--- config.mk ---
export PLATFORM = sky130hd
export DESIGN_NAME = uart_rx_prog
export DESIGN_NICKNAME = d
export VERILOG_FILES = /design/src/rtl/uart_rx_prog.sv
export SDC_FILE = /design/constraint.sdc
export NUM_CORES = 1
export LEC_CHECK = 0
export ABC_CLOCK_PERIOD_IN_PS = 3200
export BUFFER_PORTS_ARGS = -buffer_cell sky130_fd_sc_hd__buf_4
export CORE_UTILIZATION = 30
export CTS_CLUSTER_DIAMETER = 200
export DETAILED_ROUTE_END_ITERATION = 10
export PLACE_DENSITY_LB_ADDON = 0.08
export SLEW_MARGIN = 15
export SYNTH_ARGS = -nofsm -noshare
export SYNTH_HDL_FRONTEND = slang
export SYNTH_SLANG_ARGS = --single-unit
--- constraint.sdc ---
create_clock -name clk -period 3.2 [get_ports clk]
set_input_delay 0.64 -clock clk [delete_from_list [all_inputs] [get_ports clk]]
set_output_delay 0.64 -clock clk [all_outputs]
set_load 0.01 [all_outputs]
--- src/rtl/uart_rx_prog.sv ---
// uart_rx_prog: runtime-configurable UART receiver with per-character error/break status.
// Define UART_RX_PROG_FIFO_EN for a FIFO_DEPTH-entry receive FIFO; otherwise a single holding register is used.
module uart_rx_prog #(
    parameter int NCHAR_MAX   = 9,
    parameter int DIV_W       = 16,
    parameter int SYNC_STAGES = 2,
    parameter int FIFO_DEPTH  = 8
) (
    input  logic                 clk,
    input  logic                 rst_n,
    input  logic                 uart_rx,
    input  logic [DIV_W-1:0]     cfg_bit_div,
    input  logic [3:0]           cfg_nchar,
    input  logic                 cfg_parity_en,
    input  logic                 cfg_parity_odd,
    input  logic                 cfg_nstop,
    output logic [NCHAR_MAX-1:0] m_data,
    output logic                 m_frame_err,
    output logic                 m_parity_err,
    output logic                 m_break,
    output logic                 m_valid,
    input  logic                 m_ready,
    output logic                 overrun,
    input  logic                 clr_overrun,
    output logic                 busy
);
    localparam int ENTRY_W = NCHAR_MAX + 3;

    typedef enum logic [2:0] {
        S_IDLE, S_START, S_DATA, S_PARITY, S_STOP, S_BRK_WAIT
    } state_t;

    state_t                 state_q, state_d;
    logic [SYNC_STAGES-1:0] sync_q, sync_d;
    logic                   edge_q, edge_d;
    logic                   rxs, fall, sample, drop;
    logic [DIV_W-1:0]       cnt_q, cnt_d, div_q, div_d;
    logic [3:0]             nchar_q, nchar_d, bit_idx_q, bit_idx_d;
    logic                   par_en_q, par_en_d, par_odd_q, par_odd_d;
    logic                   nstop_q, nstop_d, stop_idx_q, stop_idx_d;
    logic [NCHAR_MAX-1:0]   data_q, data_d;
    logic                   ferr_q, ferr_d, perr_q, perr_d, zero_q, zero_d;
    logic                   push_q, push_d;
    logic [ENTRY_W-1:0]     entry_q, entry_d;
    logic                   busy_q, busy_d, overrun_q, overrun_d;

    assign rxs    = sync_q[SYNC_STAGES-1];
    assign fall   = edge_q & ~rxs;
    assign sample = (cnt_q == '0);

    always_comb begin
        sync_d = {sync_q[SYNC_STAGES-2:0], uart_rx};
        edge_d = rxs;
    end

    // Receive FSM; zero_q tracks whether every sampled bit so far was 0 (break detection).
    always_comb begin
        state_d    = state_q;
        cnt_d      = cnt_q;
        div_d      = div_q;
        nchar_d    = nchar_q;
        par_en_d   = par_en_q;
        par_odd_d  = par_odd_q;
        nstop_d    = nstop_q;
        bit_idx_d  = bit_idx_q;
        stop_idx_d = stop_idx_q;
        data_d     = data_q;
        ferr_d     = ferr_q;
        perr_d     = perr_q;
        zero_d     = zero_q;
        push_d     = 1'b0;
        entry_d    = entry_q;
        if (state_q != S_IDLE && state_q != S_BRK_WAIT) begin
            cnt_d = sample ? div_q : cnt_q - DIV_W'(1);
        end
        case (state_q)
            S_IDLE: begin
                if (fall) begin
                    state_d    = S_START;
                    cnt_d      = cfg_bit_div >> 1;
                    div_d      = cfg_bit_div;
                    nchar_d    = cfg_nchar;
                    par_en_d   = cfg_parity_en;
                    par_odd_d  = cfg_parity_odd;
                    nstop_d    = cfg_nstop;
                    bit_idx_d  = '0;
                    stop_idx_d = 1'b0;
                    data_d     = '0;
                    ferr_d     = 1'b0;
                    perr_d     = 1'b0;
                    zero_d     = 1'b1;
                end
            end
            S_START: begin
                if (sample) state_d = rxs ? S_IDLE : S_DATA;
            end
            S_DATA: begin
                if (sample) begin
                    data_d[bit_idx_q] = rxs;
                    zero_d = zero_q & ~rxs;
                    if (bit_idx_q == nchar_q - 4'd1) begin
                        state_d = par_en_q ? S_PARITY : S_STOP;
                    end else begin
                        bit_idx_d = bit_idx_q + 4'd1;
                    end
                end
            end
            S_PARITY: begin
                if (sample) begin
                    perr_d  = (^data_q) ^ rxs ^ par_odd_q;
                    zero_d  = zero_q & ~rxs;
                    state_d = S_STOP;
                end
            end
            S_STOP: begin
                if (sample) begin
                    ferr_d = ferr_q | ~rxs;
                    zero_d = zero_q & ~rxs;
                    if (stop_idx_q == nstop_q) begin
                        push_d  = 1'b1;
                        entry_d = zero_d ? {1'b1, 1'b0, 1'b1, {NCHAR_MAX{1'b0}}}
                                         : {1'b0, perr_q, ferr_d, data_q};
                        state_d = rxs ? S_IDLE : S_BRK_WAIT;
                    end else begin
                        stop_idx_d = 1'b1;
                    end
                end
            end
            S_BRK_WAIT: begin
                if (rxs) state_d = S_IDLE;
            end
            default: state_d = S_IDLE;
        endcase
        busy_d    = (state_d != S_IDLE);
        overrun_d = drop ? 1'b1 : (clr_overrun ? 1'b0 : overrun_q);
    end

    always_ff @(posedge clk or negedge rst_n) begin
        if (!rst_n) begin
            state_q    <= S_IDLE;
            sync_q     <= '1;
            edge_q     <= 1'b1;
            cnt_q      <= '0;
            div_q      <= '0;
            nchar_q    <= '0;
            par_en_q   <= 1'b0;
            par_odd_q  <= 1'b0;
            nstop_q    <= 1'b0;
            bit_idx_q  <= '0;
            stop_idx_q <= 1'b0;
            data_q     <= '0;
            ferr_q     <= 1'b0;
            perr_q     <= 1'b0;
            zero_q     <= 1'b0;
            push_q     <= 1'b0;
            entry_q    <= '0;
            busy_q     <= 1'b0;
            overrun_q  <= 1'b0;
        end else begin
            state_q    <= state_d;
            sync_q     <= sync_d;
            edge_q     <= edge_d;
            cnt_q      <= cnt_d;
            div_q      <= div_d;
            nchar_q    <= nchar_d;
            par_en_q   <= par_en_d;
            par_odd_q  <= par_odd_d;
            nstop_q    <= nstop_d;
            bit_idx_q  <= bit_idx_d;
            stop_idx_q <= stop_idx_d;
            data_q     <= data_d;
            ferr_q     <= ferr_d;
            perr_q     <= perr_d;
            zero_q     <= zero_d;
            push_q     <= push_d;
            entry_q    <= entry_d;
            busy_q     <= busy_d;
            overrun_q  <= overrun_d;
        end
    end

    assign busy    = busy_q;
    assign overrun = overrun_q;

`ifdef UART_RX_PROG_FIFO_EN
    localparam int AW = $clog2(FIFO_DEPTH);
    logic [ENTRY_W-1:0] mem_q [FIFO_DEPTH];
    logic [ENTRY_W-1:0] mem_d [FIFO_DEPTH];
    logic [AW:0]        wr_ptr_q, wr_ptr_d, rd_ptr_q, rd_ptr_d;
    logic               full, empty, pop;

    // Full when indices match but the wrap bits differ.
    assign empty = (wr_ptr_q == rd_ptr_q);
    assign full  = (wr_ptr_q[AW-1:0] == rd_ptr_q[AW-1:0]) && (wr_ptr_q[AW] != rd_ptr_q[AW]);
    assign pop   = ~empty & m_ready;
    assign drop  = push_q & full & ~pop;

    always_comb begin
        mem_d    = mem_q;
        wr_ptr_d = wr_ptr_q;
        rd_ptr_d = rd_ptr_q;
        if (push_q && !drop) begin
            mem_d[wr_ptr_q[AW-1:0]] = entry_q;
            wr_ptr_d = wr_ptr_q + (AW+1)'(1);
        end
        if (pop) rd_ptr_d = rd_ptr_q + (AW+1)'(1);
    end

    always_ff @(posedge clk or negedge rst_n) begin
        if (!rst_n) begin
            for (int i = 0; i < FIFO_DEPTH; i++) mem_q[i] <= '0;
            wr_ptr_q <= '0;
            rd_ptr_q <= '0;
        end else begin
            mem_q    <= mem_d;
            wr_ptr_q <= wr_ptr_d;
            rd_ptr_q <= rd_ptr_d;
        end
    end

    assign m_valid = ~empty;
    assign {m_break, m_parity_err, m_frame_err, m_data} = mem_q[rd_ptr_q[AW-1:0]];
`else
    logic               hold_valid_q, hold_valid_d, pop;
    logic [ENTRY_W-1:0] hold_q, hold_d;

    assign pop  = hold_valid_q & m_ready;
    assign drop = push_q & hold_valid_q & ~pop;

    always_comb begin
        hold_d       = hold_q;
        hold_valid_d = hold_valid_q & ~pop;
        if (push_q && !drop) begin
            hold_d       = entry_q;
            hold_valid_d = 1'b1;
        end
    end

    always_ff @(posedge clk or negedge rst_n) begin
        if (!rst_n) begin
            hold_valid_q <= 1'b0;
            hold_q       <= '0;
        end else begin
            hold_valid_q <= hold_valid_d;
            hold_q       <= hold_d;
        end
    end

    assign m_valid = hold_valid_q;
    assign {m_break, m_parity_err, m_frame_err, m_data} = hold_q;
`endif
endmodule

==> impl_metrics.tcl, run 1 <==
set metrics [dict create \
    insertion_delay_ns 0.35 \
    seq_area_mm2 0.002256 \
    ys_types 51 \
    period_share 0.7926 \
    dp.cells 673 \
    post-dp-hpwl_mm 7.148 \
    fin_util 0.3727 \
    wl_per_cell_um 14.71 \
    synthMostInstantiatedCell "nand2_1" \
    ant_nets 0 \
    core.rowCount 43 \
    hold_buffers 0 \
    finalHoldViolCount 0 \
    clockRootBuffer "clkbuf_16" \
    critPathKind "flop to flop" \
    synth_ff_type "dfrtp_1" \
    status "complete, no violations" \
    crit_path_max_incr_delay_ns 0.55 \
    synth_edf_count 0 \
    critPathArrivalTime_ns 2.75 \
    yosysTopAreaCell "dfrtp_1" \
    port-buffer-count 42 \
    startpoint_type "flop" \
    r2r-end "data_q[8]" \
    grt_pass1_wl_mm 17.25 \
    tightest_slew_ns 0.7449 \
    fin_cells 688 \
    dr.pass1.iters 4 \
    clkSlewWorstSetupHoldPaths_ns 0.06 \
    cpMaxStageDelayCell "nor4b_1" \
    post_cts_buffers 0 \
    synthArstFlopShare 1.000 \
    die_h_um 123.2 \
    clockBufferDepth 2 \
    p_leak_nw 2.457 \
    holdWs_ns 0.3539 \
    path_cells "inv_1 -> ha_1 -> nor4b_1 -> nand4b_4 -> nor4_2 -> nand3_1 -> mux2i_1" \
    setup_violations 0 \
    synth_cells 465 \
    antenna_found_initial 0 \
    yosys-top-cells-area "dfrtp_1 (49%), nand2_1 (9.7%), mux2i_1 (3.4%)" \
    avgViaCountPerCell 4.788 \
    drv_cap 0 \
    hold_class "input pin to asynchronous set/reset pin" \
    htree_levels 3 \
    crit_required_ns 3.42 \
    cts.sinks 90 \
    grt-ovfl-total 0 \
    synth-seq-cells 90 \
    rsz0062_at_grt "false" \
    pin_count 43 \
    grt_max_degree 57 \
    grt_use_total 0.1503 \
    initial_core_util 0.3128 \
    synthTopCellsByCount "nand2_1 (114), dfrtp_1 (87), o21ai_0 (27)" \
    layout-drive-gt1-share 0.1890 \
    cts_buffers 9 \
    ys_seq_area_frac 0.5116 \
    p_total_w 0.003557 \
    synth_area_mm2 0.004409 \
    drtIter0Drc 129 \
    worst_r2r_path_depth 7 \
    end_kind "flop" \
    grt_pass1_vias 3386 \
    max_freq_mhz 394.3 \
    ctsResizeCount 0 \
    final_nets 538 \
    yosysWarnings 0 \
    fin_crit_ns 2.536 \
    postSynthAreaPerCell_um2 9.482 \
    rr_startpoint "cnt_q[0]" \
    slew_violations 0 \
    dieArea_mm2 0.01519 \
    relSlewSlack 0.5034 \
    ir_drop_v 0.0003605 \
    drc_errors 0 \
    pwr_density_cell_mw_per_mm2 677.0 \
    die_w_um 123.2 \
    critPathMaxFanout 8 \
    multiInputGateArea_mm2 0.001968 \
    area_growth_pct 19.15 \
    nFillCells 1436 \
    n_antenna_cell 0 \
    skew_ns 0.009267 \
    rrSetupSlack_ns 0.66 \
    finalSetupTns_ns 0 \
    place.gp.congestion 0.7710 \
    synth_top_area_frac 0.4938 \
    syn_nets 499 \
    routed_wl_mm 10.12 \
    core-area_mm2 0.01410 \
    cts_tree "built" \
    via_count 3294 \
]
==> how the worst max path moves through the flow <==
stage	cells past startpoint	endpoint	slack, ns	start
6_report	7	data_q[8]	0.66	cnt_q[0]
5_1_grt	7	data_q[5]	0.32	cnt_q[0]
4_1_cts	7	data_q[6]	0.63	cnt_q[0]
3_5_place_dp	7	data_q[8]	0.63	cnt_q[0]
3_3_place_gp	7	data_q[8]	0.72	cnt_q[0]
2_1_floorplan	10	entry_q[0]	0.77	cnt_q[0]
==> flip-flops by register name (all words and copies together) (netlist names), 2 cells and up <==
name / cells
cnt_q: 16
div_q: 16
entry_q: 12
hold_q: 12
data_q: 9
bit_idx_q: 4
nchar_q: 4
state_q: 3
sync_q: 2
==> power by group <==
part           leakage (nW)  total, W  switching, W  internal [W]
combinational          1.14  0.000787      0.000440      0.000347
sequential             1.17   0.00162      0.000227       0.00139
clock                 0.152   0.00115      0.000447      0.000703
total                  2.46   0.00356       0.00111       0.00244
==> cell usage in the layout (no fill, tap or decap), drive strengths merged, types with 13 or more instances in the layout <==
cell type,count
nor3,14
nand2,114
mux2i,15
inv,18
buf,54
dfrtp,87
mux2,13
a21oi,14
o21ai,39
nor2,24
==> layout make-up <==
type                    instances  area share
clock inverters                 4     0.01453
well taps                     180     0.04287
inverters                      18     0.01286
clock buffers                  11     0.04620
multi-input cells             331      0.3746
flip-flops and latches         90      0.4294
repair buffers                 54     0.07954
==> layer usage <==
metal | global-route usage | share of wire
met4 | 0.06250 | 0.019
met2 | 0.2434 | 0.48
met3 | 0.03690 | 0.030
met5 | 0 | 0
met1 | 0.1909 | 0.47
==> metrics by stage <==
stage	worst slack, ns	area, um^2
after floorplan	0.7736	4409
after global placement	0.7218	4935
after detailed placement	0.6281	4935
after CTS	0.6260	5254
after global routing	0.3241	5254
final	0.6638	5254
==> worst max-delay path, delay by kind of cell (launching register included) <==
| kind | cells | cell delay [ns] |
|---|---|---|
| adders and majority gates | 1 | 0.18 |
| buffers and inverters | 1 | 0.10 |
| DFF | 1 | 0.40 |
| muxes | 1 | 0.16 |
| and+or+nand+nor | 4 | 1.56 |
==> kinds of logic (layout without fill, tap and decap cells) <==
group,Yosys count,in the layout,share of synthesized area
compound gates,86,86,0.1251
xor+xnor,17,17,0.03689
fa+ha+maj,6,6,0.01703
buf+inv,44,87,0.04200
flops,90,90,0.5116
mux,28,28,0.06725
simple gates,194,194,0.2001
Note: power is estimated with default switching activity, not from simulation.
==> inputs of run 2 (changes only) <==
--- a/config.mk
+++ b/config.mk
@@ -5,7 +5,7 @@
 export SDC_FILE = /design/constraint.sdc
 export NUM_CORES = 1
 export LEC_CHECK = 0
-export ABC_CLOCK_PERIOD_IN_PS = 3200
+export ABC_CLOCK_PERIOD_IN_PS = 2700
 export BUFFER_PORTS_ARGS = -buffer_cell sky130_fd_sc_hd__buf_4
 export CORE_UTILIZATION = 30
 export CTS_CLUSTER_DIAMETER = 200
==> constraint.sdc (replaced) <==
create_clock -name clk -period 2.7 [get_ports clk]
set_input_delay 0.54 -clock clk [delete_from_list [all_inputs] [get_ports clk]]
set_output_delay 0.54 -clock clk [all_outputs]
set_load 0.01 [all_outputs]
==> run 2 against run 1 <==
Compared with the run above: global-route usage hardly changed; utilization decreased by 0.15 points; wire length is 1.3% higher; sequential share of layout area is 0.17 points higher; power increased by 14%; die area unchanged; maximum frequency is 8.2% higher; non-clock buffer count rose by 1; first-iteration DRC count rose by 18%; clock skew is 0.0040 ns higher; cell count rose by 0.29%.
==> impl_metrics.tcl, run 2 (same netlist as run 1, synthesis figures left out) <==
set metrics [dict create \
    cts_buffers 9 \
    pwr_density_cell_mw_per_mm2 776.5 \
    relSlewSlack 0.5565 \
    skew_ns 0.01331 \
    layout_commonest_cell "nand2_1" \
    cts_tree "built" \
    ir_drop_v 0.0003439 \
    wl_per_cell_um 14.86 \
    place_area_mm2 0.004955 \
    end_kind "flop" \
    core.rowCount 43 \
    area_growth_pct 18.67 \
    layout-drive-gt1-share 0.1922 \
    port-buffer-count 42 \
    clockBufferDepth 2 \
    p_total_w 0.004063 \
    finalSetupTns_ns 0 \
    insertion_delay_ns 0.35 \
    status "complete, no violations" \
    grt_max_degree 56 \
    htree_levels 3 \
    post-dp-hpwl_mm 7.080 \
    die_w_um 123.2 \
    antenna_found_initial 0 \
    dr.pass1.iters 4 \
    final_cell_mix "nand2_1 (114), dfrtp_1 (87), buf_4 (53)" \
    critPathMaxFanout 12 \
    period_share 0.8683 \
    drv_cap 0 \
    largest_registers "cnt_q x16, div_q x16" \
    cts.sinks 90 \
    clockRootBuffer "clkbuf_16" \
    grt_pass1_wl_mm 17.24 \
    clkSlewWorstSetupHoldPaths_ns 0.07 \
    via_count 3339 \
    finalHoldViolCount 0 \
    core-area_mm2 0.01410 \
    startpoint_type "flop" \
    die_h_um 123.2 \
    ctsResizeCount 0 \
    critPathKind "flop to flop" \
    n_antenna_cell 0 \
    ant_nets 0 \
    rsz0062_at_grt "false" \
    dieArea_mm2 0.01519 \
    final_nets 539 \
    slew_violations 0 \
    setup_violations 0 \
    pin_count 43 \
    grt-ovfl-total 0 \
    drtIter0Drc 152 \
    routed_wl_mm 10.25 \
    tightest_slew_ns 0.6601 \
    grt_pass1_vias 3372 \
    holdWs_ns 0.1600 \
    drc_errors 0 \
    critPathArrivalTime_ns 2.56 \
    post_cts_buffers 0 \
    fin_area_mm2 0.005233 \
    p_leak_nw 2.451 \
    avgViaCountPerCell 4.839 \
    hold_class "input pin to asynchronous set/reset pin" \
    place.gp.congestion 0.7986 \
    grt_use_total 0.1501 \
    initial_core_util 0.3128 \
    max_freq_mhz 426.5 \
    hold_buffers 0 \
    fin_crit_ns 2.345 \
    fin_util 0.3712 \
    crit_required_ns 2.92 \
]
run 2: power breakdown:
part           switching (W)  internal [W]  total (W)
registers           0.000270       0.00165    0.00192
logic               0.000513      0.000421   0.000934
clock network       0.000573      0.000637    0.00121
run 2: routing by layer:
| layer | track usage | share of wire | up-vias |
|---|---|---|---|
| met3 | 0.03506 | 0.027 | 10 |
| met1 | 0.1908 | 0.48 | 1618 |
| met2 | 0.2448 | 0.48 | 39 |
| li1 | - | - | 1672 |
| met5 | 0 | 0 | - |
| met4 | 0.06099 | 0.014 | 0 |
run 2: through the flow:
step	setup slack, ns	cells
after detailed placement	0.3163	674
after global routing	0.1411	690
final	0.3555	690
after CTS	0.3174	690
after floorplan	0.2736	465
after global placement	0.3797	674
run 2: path summary, 6_finish.rpt:
kind / startpoint / end / slack [ns] / cells past startpoint
worst min register to register: sync_q[0] / sync_q[1] / 0.36 / 0
min in group clk: uart_rx / sync_q[0] / 0.30 / 1
max in group asynchronous: rst_n / sync_q[0] / 1.82 / 2
worst max register to register: cnt_q[6] / data_q[8] / 0.36 / 5
worst min-delay path: rst_n / nchar_q[0] / 0.16 / 1
worst max-delay path: cnt_q[6] / data_q[8] / 0.36 / 5
run 2: final cells by class:
class                   count  area (um^2)
clock buffers              10        229.0
inverters                  18        67.56
well taps                 180        225.2
repair buffers             55        437.9
multi-input cells         331         1968
flip-flops and latches     90         2256
clock inverters             6        48.80
fillers                  1455         8864
run 2: worst max-delay path, cell delays in order (launching register included):
cell	delay [ns]
dfrtp_1	0.43
or4_1	0.65
nand4b_4	0.33
nor4_2	0.49
nand3_1	0.17
mux2i_1	0.15
==> inputs of run 3 (changes only) <==
--- a/config.mk
+++ b/config.mk
@@ -7,10 +7,13 @@
 export LEC_CHECK = 0
 export ABC_CLOCK_PERIOD_IN_PS = 2700
 export BUFFER_PORTS_ARGS = -buffer_cell sky130_fd_sc_hd__buf_4
+export CORE_ASPECT_RATIO = 2
 export CORE_UTILIZATION = 30
 export CTS_CLUSTER_DIAMETER = 200
 export DETAILED_ROUTE_END_ITERATION = 10
+export MAX_ROUTING_LAYER = met4
 export PLACE_DENSITY_LB_ADDON = 0.08
+export SKIP_LAST_GASP = 1
 export SLEW_MARGIN = 15
 export SYNTH_ARGS = -nofsm -noshare
 export SYNTH_HDL_FRONTEND = slang
==> run 3 against run 2 <==
Compared with the run above: power increased by 5.2%; highest routed layer unchanged; via count increased by 1.7%; register-to-register slack got worse by 0.08 ns; global-route usage increased by 1.1 points; clock power increased by 15%; flip-flop and latch count unchanged; critical path depth increased by 1; critical endpoint is now entry_q[1].
==> impl_metrics.tcl, run 3 (same netlist as run 1, synthesis figures left out) <==
set metrics [dict create \
    cpMaxStageDelayCell "or4_1" \
    critPathMaxFanout 25 \
    crit_required_ns 2.92 \
    r2r-end "entry_q[1]" \
    pwr_density_cell_mw_per_mm2 807.6 \
    area_growth_pct 20.06 \
    grt_max_degree 64 \
    cts_buffers 9 \
    die_w_um 87.73 \
    pin_count 43 \
    status "complete, no violations" \
    rsz0062_at_grt "false" \
    ctsResizeCount 0 \
    antenna_found_initial 0 \
    dp.cells 687 \
    rr_startpoint "cnt_q[6]" \
    path_cells "or4_1 -> nand4b_4 -> or3_1 -> buf_4 -> nand2_1 -> o21ai_1" \
    critPathArrivalTime_ns 2.64 \
    via_count 3396 \
    p_leak_nw 2.475 \
    max_freq_mhz 413.0 \
    largest_registers "cnt_q x16, div_q x16" \
    crit_path_max_incr_delay_ns 0.65 \
    layout_commonest_cell "nand2_1" \
    grt-ovfl-total 0 \
    routed_wl_mm 10.97 \
    layout-drive-gt1-share 0.1957 \
    rrSetupSlack_ns 0.28 \
    fin_cells 703 \
    cts_tree "built" \
    finalHoldViolCount 0 \
    hold_class "input pin to asynchronous set/reset pin" \
    htree_levels 3 \
    cts.sinks 90 \
    finalSetupTns_ns 0 \
    relSlewSlack 0.5634 \
    startpoint_type "flop" \
    clockRootBuffer "clkbuf_16" \
    initial_core_util 0.3072 \
    core-area_mm2 0.01435 \
    fin_crit_ns 2.422 \
    clockBufferDepth 2 \
    tightest_slew_ns 0.6498 \
    wl_per_cell_um 15.60 \
    place.gp.congestion 0.7883 \
    critPathBufInv 1 \
    setup_violations 0 \
    critPathKind "flop to flop" \
    slew_violations 0 \
    avgViaCountPerCell 4.831 \
    post-dp-hpwl_mm 7.996 \
    p_total_w 0.004275 \
    cp_top_family "simple AND/OR/NAND/NOR gates" \
    post_cts_buffers 0 \
    insertion_delay_ns 0.35 \
    final_cell_mix "nand2_1 (114), dfrtp_1 (87), buf_4 (55)" \
    period_share 0.8969 \
    drv_cap 0 \
    ant_nets 0 \
    hold_buffers 0 \
    port-buffer-count 42 \
    grt_use_total 0.1615 \
    skew_ns 0.009817 \
    core.rowCount 62 \
    ir_drop_v 0.0003244 \
    final_nets 540 \
    clkSlewWorstSetupHoldPaths_ns 0.07 \
    grt_pass1_vias 3524 \
    drtIter0Drc 160 \
    grt_pass1_wl_mm 18.10 \
    end_kind "flop" \
    dieArea_mm2 0.01522 \
    worst_r2r_path_depth 6 \
    drc_errors 0 \
    n_antenna_cell 0 \
    dr.pass1.iters 4 \
    die_h_um 173.5 \
]
## run 3: cell count changes in the layout (fill, tap and decap cells not counted)
| cell | change |
|---|---|
| inv_6 | -3 |
| buf_4 | +2 |
| bufinv_16 | +2 |
| buf_12 | -1 |
| clkbuf_1 | -1 |
| clkbuf_8 | +1 |
| clkinvlp_4 | +1 |
## run 3: through the flow
stage	utilization	area, um^2	worst slack, ns	hold WS [ns]
2_1_floorplan	-	4409	0.2736	0.2444
4_1_cts	0.3689	5294	0.2680	0.1214
5_1_grt	0.3689	5294	0.03974	0.1399
3_3_place_gp	0.3459	4965	0.3031	0.3483
6_report	0.3689	5294	0.2784	0.1205
3_5_place_dp	0.3459	4965	0.2823	0.3470
## run 3: area by class of cell
| cell class | instances | area, um^2 |
|---|---|---|
| clock buffer | 10 | 239.0 |
| multi-input combinational | 331 | 1968 |
| sequential | 90 | 2256 |
| clock inverter | 6 | 90.09 |
| inverter | 18 | 67.56 |
| fill | 1541 | 9057 |
| tap | 192 | 240.2 |
| timing repair buffer | 56 | 432.9 |
## run 3: worst max path at each step
stage	endpoint	start	depth (start not counted)	slack, ns
finish	entry_q[1]	cnt_q[6]	6	0.28
floorplan	entry_q[0]	cnt_q[0]	10	0.27
CTS	data_q[3]	cnt_q[6]	5	0.27
global placement	data_q[3]	cnt_q[6]	5	0.30
global route	data_q[3]	cnt_q[6]	5	0.04
detailed placement	data_q[3]	cnt_q[6]	5	0.28
## run 3: report_power, final
group	internal (W)	total (W)	switching [W]
logic	0.000420	0.000949	0.000529
clock network	0.000839	0.00139	0.000556
registers	0.00165	0.00193	0.000281
## run 3: worst reg2reg max path: stages (launching register included)
cell and delay (ns):
dfrtp_1 0.43, or4_1 0.65, nand4b_4 0.36, or3_1 0.46
buf_4 0.23, nand2_1 0.10, o21ai_1 0.06
## run 3: metal layers
layer	part of all wire	GRT usage	vias up
met5	0	-	-
met4	0.024	0.06694	0
met3	0.021	0.03333	14
met2	0.58	0.2936	63
met1	0.37	0.1610	1647
li1	-	-	1672
